`src/rtl/ram_loader_pkg.sv`:
```
// Shared constants for the boot-time RAM loader: default widths and FSM encoding.
package ram_loader_pkg;

    localparam int ADDR_W_DEF = 9;
    localparam int DATA_W_DEF = 16;
    localparam int BYTE_W     = 8;
    localparam int STATE_W    = 3;

    localparam logic [STATE_W-1:0] ST_IDLE   = 3'd0;
    localparam logic [STATE_W-1:0] ST_LOAD   = 3'd1;
    localparam logic [STATE_W-1:0] ST_CKSUM  = 3'd2;
    localparam logic [STATE_W-1:0] ST_VERIFY = 3'd3;
    localparam logic [STATE_W-1:0] ST_CHECK  = 3'd4;
    localparam logic [STATE_W-1:0] ST_DONE   = 3'd5;
    localparam logic [STATE_W-1:0] ST_ERROR  = 3'd6;

endpackage

```
`src/rtl/ram_loader_byte_packer.sv`:
```
// Packs a big-endian byte stream into 16-bit words. word/word_valid are
// combinational and valid in the cycle the low byte arrives, so the caller
// can register the write for the following cycle.
module ram_loader_byte_packer
    import ram_loader_pkg::*;
(
    input  logic                clk,
    input  logic                reset,
    input  logic                clear,
    input  logic [BYTE_W-1:0]   rx_data,
    input  logic                rx_valid,
    output logic [2*BYTE_W-1:0] word,
    output logic                word_valid
);

    logic              phase_q;
    logic              phase_d;
    logic [BYTE_W-1:0] hi_q;
    logic [BYTE_W-1:0] hi_d;

    assign word       = {hi_q, rx_data};
    assign word_valid = rx_valid && phase_q && !clear;

    // Next phase / high byte: clear drops any half-received word.
    always_comb begin
        phase_d = phase_q;
        hi_d    = hi_q;
        if (clear) begin
            phase_d = 1'b0;
        end else if (rx_valid) begin
            if (!phase_q) begin
                hi_d    = rx_data;
                phase_d = 1'b1;
            end else begin
                phase_d = 1'b0;
            end
        end
    end

    // Phase flag and latched high byte.
    always_ff @(posedge clk or posedge reset) begin
        if (reset) begin
            phase_q <= 1'b0;
            hi_q    <= '0;
        end else begin
            phase_q <= phase_d;
            hi_q    <= hi_d;
        end
    end

endmodule

```
`src/rtl/ram_loader.sv`:
```
// Boot loader: writes a UART-delivered image into RAM port 1, reads it back,
// checks both sums against the host checksum, and releases the cores on success.
// RAM strobes are registered so they are valid for the whole cycle the RAM samples.
module ram_loader
    import ram_loader_pkg::*;
#(
    parameter int ADDR_W     = ADDR_W_DEF,
    parameter int DATA_W     = DATA_W_DEF,
    parameter int WORD_COUNT = 512,
    parameter int BASE_ADDR  = 0
) (
    input  logic               clk,
    input  logic               reset,
    input  logic               start,
    input  logic [BYTE_W-1:0]  rx_data,
    input  logic               rx_valid,
    input  logic [DATA_W-1:0]  ram_data_out,
    output logic               write_en,
    output logic               read_en,
    output logic [ADDR_W-1:0]  addr,
    output logic [DATA_W-1:0]  Data_in,
    output logic               busy,
    output logic               done,
    output logic               error,
    output logic               cores_hold,
    output logic [STATE_W-1:0] dbg_state
);

    localparam int                CNT_W   = ADDR_W + 1;
    localparam logic [CNT_W-1:0]  WC      = CNT_W'(WORD_COUNT);
    localparam logic [CNT_W-1:0]  WC_LAST = CNT_W'(WORD_COUNT - 1);
    localparam logic [ADDR_W-1:0] BASE_A  = ADDR_W'(BASE_ADDR);

    logic [STATE_W-1:0] state_q, state_d;
    logic [CNT_W-1:0]   cnt_q, cnt_d;
    logic [DATA_W-1:0]  wsum_q, wsum_d;
    logic [DATA_W-1:0]  rsum_q, rsum_d;
    logic [DATA_W-1:0]  cksum_q, cksum_d;
    logic [ADDR_W-1:0]  addr_q, addr_d;
    logic [DATA_W-1:0]  data_q, data_d;
    logic               write_en_q, write_en_d;
    logic               read_en_q, read_en_d;
    logic               rvalid_q, rvalid_d;
    logic               busy_q, busy_d;
    logic               done_q, done_d;
    logic               error_q, error_d;
    logic               hold_q, hold_d;

    logic               packer_clear;
    logic [DATA_W-1:0]  word;
    logic               word_valid;

    // Bytes are only framed while an image is being received.
    assign packer_clear = !((state_q == ST_LOAD) || (state_q == ST_CKSUM));

    ram_loader_byte_packer u_packer (
        .clk        (clk),
        .reset      (reset),
        .clear      (packer_clear),
        .rx_data    (rx_data),
        .rx_valid   (rx_valid),
        .word       (word),
        .word_valid (word_valid)
    );

    assign write_en   = write_en_q;
    assign read_en    = read_en_q;
    assign addr       = addr_q;
    assign Data_in    = data_q;
    assign busy       = busy_q;
    assign done       = done_q;
    assign error      = error_q;
    assign cores_hold = hold_q;
    assign dbg_state  = state_q;

    // FSM, counter, sums and RAM port next-state.
    always_comb begin
        state_d    = state_q;
        cnt_d      = cnt_q;
        wsum_d     = wsum_q;
        rsum_d     = rsum_q;
        cksum_d    = cksum_q;
        addr_d     = addr_q;
        data_d     = data_q;
        write_en_d = 1'b0;
        read_en_d  = 1'b0;
        rvalid_d   = read_en_q;
        busy_d     = busy_q;
        done_d     = done_q;
        error_d    = error_q;
        hold_d     = hold_q;
        case (state_q)
            ST_IDLE, ST_DONE, ST_ERROR: begin
                if (start) begin
                    state_d = ST_LOAD;
                    cnt_d   = '0;
                    wsum_d  = '0;
                    rsum_d  = '0;
                    done_d  = 1'b0;
                    error_d = 1'b0;
                    busy_d  = 1'b1;
                    hold_d  = 1'b1;
                end
            end
            ST_LOAD: begin
                if (word_valid) begin
                    write_en_d = 1'b1;
                    addr_d     = BASE_A + cnt_q[ADDR_W-1:0];
                    data_d     = word;
                    wsum_d     = wsum_q + word;
                    cnt_d      = cnt_q + 1'b1;
                    if (cnt_q == WC_LAST) begin
                        state_d = ST_CKSUM;
                    end
                end
            end
            ST_CKSUM: begin
                if (word_valid) begin
                    cksum_d = word;
                    cnt_d   = '0;
                    state_d = ST_VERIFY;
                end
            end
            ST_VERIFY: begin
                if (cnt_q != WC) begin
                    read_en_d = 1'b1;
                    addr_d    = BASE_A + cnt_q[ADDR_W-1:0];
                    cnt_d     = cnt_q + 1'b1;
                end
                if (rvalid_q) begin
                    rsum_d = rsum_q + ram_data_out;
                end
                // Last read data is on the bus: no read in flight, all issued.
                if (rvalid_q && !read_en_q && (cnt_q == WC)) begin
                    state_d = ST_CHECK;
                end
            end
            ST_CHECK: begin
                busy_d = 1'b0;
                if ((wsum_q == cksum_q) && (rsum_q == cksum_q)) begin
                    state_d = ST_DONE;
                    done_d  = 1'b1;
                    hold_d  = 1'b0;
                end else begin
                    state_d = ST_ERROR;
                    error_d = 1'b1;
                    hold_d  = 1'b1;
                end
            end
            default: begin
                state_d = ST_IDLE;
            end
        endcase
    end

    // State registers; reset returns everything to idle with cores held.
    always_ff @(posedge clk or posedge reset) begin
        if (reset) begin
            state_q    <= ST_IDLE;
            cnt_q      <= '0;
            wsum_q     <= '0;
            rsum_q     <= '0;
            cksum_q    <= '0;
            addr_q     <= '0;
            data_q     <= '0;
            write_en_q <= 1'b0;
            read_en_q  <= 1'b0;
            rvalid_q   <= 1'b0;
            busy_q     <= 1'b0;
            done_q     <= 1'b0;
            error_q    <= 1'b0;
            hold_q     <= 1'b1;
        end else begin
            state_q    <= state_d;
            cnt_q      <= cnt_d;
            wsum_q     <= wsum_d;
            rsum_q     <= rsum_d;
            cksum_q    <= cksum_d;
            addr_q     <= addr_d;
            data_q     <= data_d;
            write_en_q <= write_en_d;
            read_en_q  <= read_en_d;
            rvalid_q   <= rvalid_d;
            busy_q     <= busy_d;
            done_q     <= done_d;
            error_q    <= error_d;
            hold_q     <= hold_d;
        end
    end

endmodule

```
`config.mk`:
```
export PLATFORM = sky130hd
export DESIGN_NAME = ram_loader
export DESIGN_NICKNAME = d
export VERILOG_FILES = /design/src/rtl/ram_loader_pkg.sv /design/src/rtl/ram_loader_byte_packer.sv /design/src/rtl/ram_loader.sv
export SDC_FILE = /design/constraint.sdc
export NUM_CORES = 1
export LEC_CHECK = 0
export BUFFER_PORTS_ARGS = -buffer_cell sky130_fd_sc_hd__buf_4
export CORE_MARGIN = 1
export CORE_UTILIZATION = 64
export DETAILED_ROUTE_END_ITERATION = 12
export GPL_ROUTABILITY_DRIVEN = 1
export PLACE_DENSITY = 0.86
export SLEW_MARGIN = 20
export SYNTH_ARGS = -nofsm -noshare
export SYNTH_HDL_FRONTEND = slang
export SYNTH_HIERARCHICAL = 1
export SYNTH_SLANG_ARGS = --single-unit
```
`constraint.sdc`:
```
create_clock -name clk -period 6.5 [get_ports clk]
set_clock_uncertainty 0.05 [all_clocks]
set_input_delay 1.625 -clock clk [delete_from_list [all_inputs] [get_ports clk]]
set_output_delay 1.625 -clock clk [all_outputs]
set_load 0.01 [all_outputs]
```
==> results.json <==
{
  "synth_ff_type": "dfrtp_1",
  "critical-path-max-stage-delay_ps": 420,
  "grt_pass1_vias": 4658,
  "diodes": 0,
  "syn_inst": 623,
  "worst_slew_pin_slew_ps": 908,
  "rsz0062_at_grt": "no",
  "routedWlPerCell_um": 17.2,
  "drt_iter0_drc": 328,
  "crit_arrival_ps": 3650,
  "synthArstFlopShare": 1.00,
  "synth-seq-cells": 102,
  "hold_viol_final": 0,
  "fill_cells": 637,
  "die-area_sq_um": 9610,
  "synth.top_cells.by_area": "dfrtp_1, nand2_1, ha_1, mux2_2, o21ai_0",
  "critical_path_class": "in2reg",
  "synth_enable_flop_cells": 0,
  "path_max_fanout": 4,
  "route.vias.total": 4760,
  "cellLeakagePower_uw": 0.00328,
  "drt_pre_antenna_iters": 9,
  "vdd_ir_drop_max_uv": 210,
  "vias_per_cell": 6.07,
  "clock_latency_ps": 370,
  "timing.critical_path.to_type": "flop",
  "dp_hpwl_mm": 9.98,
  "cp_slowest_cell": "fa_1",
  "max_cap_viol_count": 0,
  "yosys_warnings": 6,
  "start_kind": "primary input",
  "hold_path_class": "reg2reg",
  "die_w_um": 98.1,
  "mappedNetlistArea_sq_um": 5900,
  "path_clk_slew_ps": 100,
  "status": "finished, violations left",
  "cts_root_buffer": "clkbuf_8",
  "ioPinCount": 62,
  "tns_ps": 0,
  "gr-total-overflow": 0,
  "finalMaxSlewViolations": 0,
  "grt_pass1_wl_mm": 22.2,
  "synth_commonest_cells": "nand2_1, dfrtp_1, o21ai_0",
  "path_cells": "buf_4 > ha_1 > inv_1 > fa_1 > nor2b_1 > o21ai_1 > a21oi_1 > o211a_1 > o21ai_1 > mux2i_1 > a211o_1",
  "finalCritPeriodShare": 0.530,
  "grt_max_degree": 71,
  "yosys.area.top_type": "dfrtp_1",
  "cts_htree_levels": 3,
  "antenna_found_initial": 0,
  "postSynthAreaPerCell_sq_um": 9.48,
  "yosysMostFrequentCell": "nand2_1",
  "cts_buffers": 9,
  "crit_buf_inv": 2,
  "grt_use_total": 0.295,
  "timing.slew.headroom": 0.395,
  "violations": "DRC",
  "max-clock-path-buffers": 2,
  "ctsResizeCount": 0,
  "cts_tree": "built",
  "fin_area_sq_um": 6550,
  "yosysTopAreaCellShare": 0.428,
  "ant_nets": 0,
  "p_per_area_nw_per_um2": 396,
  "cp_common_cell": "o21ai_1",
  "yosysSeqAreaShare": 0.433,
  "postCtsSetupRepairBufs": 0,
  "core_region_area_sq_um": 8810,
  "fmax_mhz": 290,
  "crit_family": "compound AO/OA/AOI/OAI gates",
  "syn_to_final_growth_pct": 11.0,
  "drt_wl_total_mm": 13.5,
  "fin_nets": 733,
  "fin_crit_ps": 3450,
  "gp_congestion": 0.886,
  "clock-sinks": 102,
  "final-setup-viol-count": 0,
  "rows": 34,
  "route.detailed.drc": 6,
  "synthesis.nets": 685,
  "start_util": 0.671,
  "synth_cell_types": 60,
  "port_buffers": 61,
  "die_h_um": 98.1,
  "drive_gt1_frac": 0.183,
  "worstPathRequired_ps": 6710,
  "ctsHoldBuffers": 0,
  "place_area_sq_um": 6370
}
==> per-stage QoR <==
stage / total power [uW] / hold slack (ps) / util / instances / setup slack (ps)
floorplan: 1850 / 377 / - / 623 / 2410
global placement: 2140 / 327 / 0.723 / 768 / 2920
detailed placement: 2200 / 336 / 0.723 / 768 / 2760
CTS: 2590 / 361 / 0.744 / 784 / 3080
global route: 2770 / 375 / 0.744 / 784 / 2960
finish: 2600 / 358 / 0.744 / 784 / 3050
==> state kept, by name, indices dropped and copies added, names as in the netlist <==
| register | cells |
|---|---|
| busy | 1 |
| wsum_q | 16 |
| rsum_q | 16 |
| cores_hold | 1 |
| read_en | 1 |
| done | 1 |
| cnt_q | 10 |
| rvalid_q | 1 |
| u_packer/hi_q | 8 |
| write_en | 1 |
| u_packer/phase_q | 1 |
| Data_in | 16 |
| cksum_q | 16 |
| error | 1 |
| dbg_state | 3 |
| addr | 9 |
==> worst register-to-register path, stage by stage (launching register included) <==
cell	delay, ps
dfrtp_1	760
xnor2_1	200
or2_2	370
and3b_2	280
inv_1	60
o21ai_1	150
o2bb2ai_1	110
nand3b_2	400
nand2b_4	340
mux2_4	330
==> cell type report <==
class                   count  area [sq um]  share of cell area
multi-input cells         479          3140               0.480
flip-flops and latches    102          2550               0.390
repair buffers             63           473              0.0722
clock buffers              10           138              0.0210
well taps                 108           135              0.0206
inverters                  16          61.3             0.00936
clock inverters             6          48.8             0.00745
==> routing by layer <==
layer,wire length [um],share of wire,GRT usage,vias up
li1,-,-,-,2282
met1,6080,0.45,0.405,2273
met5,0,0,0,-
met2,6320,0.47,0.474,173
met3,773,0.057,0.0508,32
met4,301,0.022,0.106,0
==> report_power, final <==
| part | switching (uW) | internal [uW] | leakage (uW) | total, uW |
|---|---|---|---|---|
| Combinational | 631 | 518 | 0.00183 | 1150 |
| Sequential | 229 | 828 | 0.00136 | 1060 |
| Clock | 234 | 156 | 0.0000985 | 390 |
| Total | 1090 | 1500 | 0.00328 | 2600 |
==> placed cells by master, fill, tap and decap left out, types with 10 or more instances in the layout <==
| cell | synthesis | final |
|---|---|---|
| nor2_1 | 35 | 35 |
| dfrtp_1 | 101 | 101 |
| a21oi_1 | 30 | 30 |
| nand3_1 | 11 | 11 |
| mux2_2 | 27 | 27 |
| xor2_1 | 20 | 20 |
| and3_1 | 14 | 14 |
| clkbuf_8 | 0 | 10 |
| o21ai_0 | 54 | 54 |
| a21o_1 | 12 | 12 |
| xnor2_1 | 24 | 24 |
| nand2_1 | 114 | 114 |
| buf_4 | 8 | 63 |
| ha_1 | 32 | 32 |
| nor3_1 | 20 | 20 |
| inv_1 | 15 | 14 |
==> logic make-up after synthesis <==
logic type,share of synthesized area
compound gates,0.152
xor+xnor,0.0653
fa+ha+maj,0.0746
buf+inv,0.0352
flops,0.433
mux,0.0718
simple gates,0.169
==> path summary, 6_finish.rpt <==
kind / from / end / slack, ps / cells after the start
setup / recovery: rx_data[0] / wsum_q[12]$_DFFE_PP0P_ / 3050 / 11
hold / removal: read_en$_DFF_PP0_ / rvalid_q$_DFF_PP0_ / 360 / 0
setup reg to reg: dbg_state[1]$_DFFE_PP0P_ / addr[2]$_DFFE_PP0P_ / 3340 / 9
hold reg to reg: read_en$_DFF_PP0_ / rvalid_q$_DFF_PP0_ / 360 / 0
max in group asynchronous: reset / cksum_q[1]$_DFFE_PP0P_ / 3970 / 3
min in group asynchronous: reset / u_packer/hi_q[2]$_DFFE_PP0P_ / 1170 / 2
Note: power is estimated with default switching activity, not from simulation.
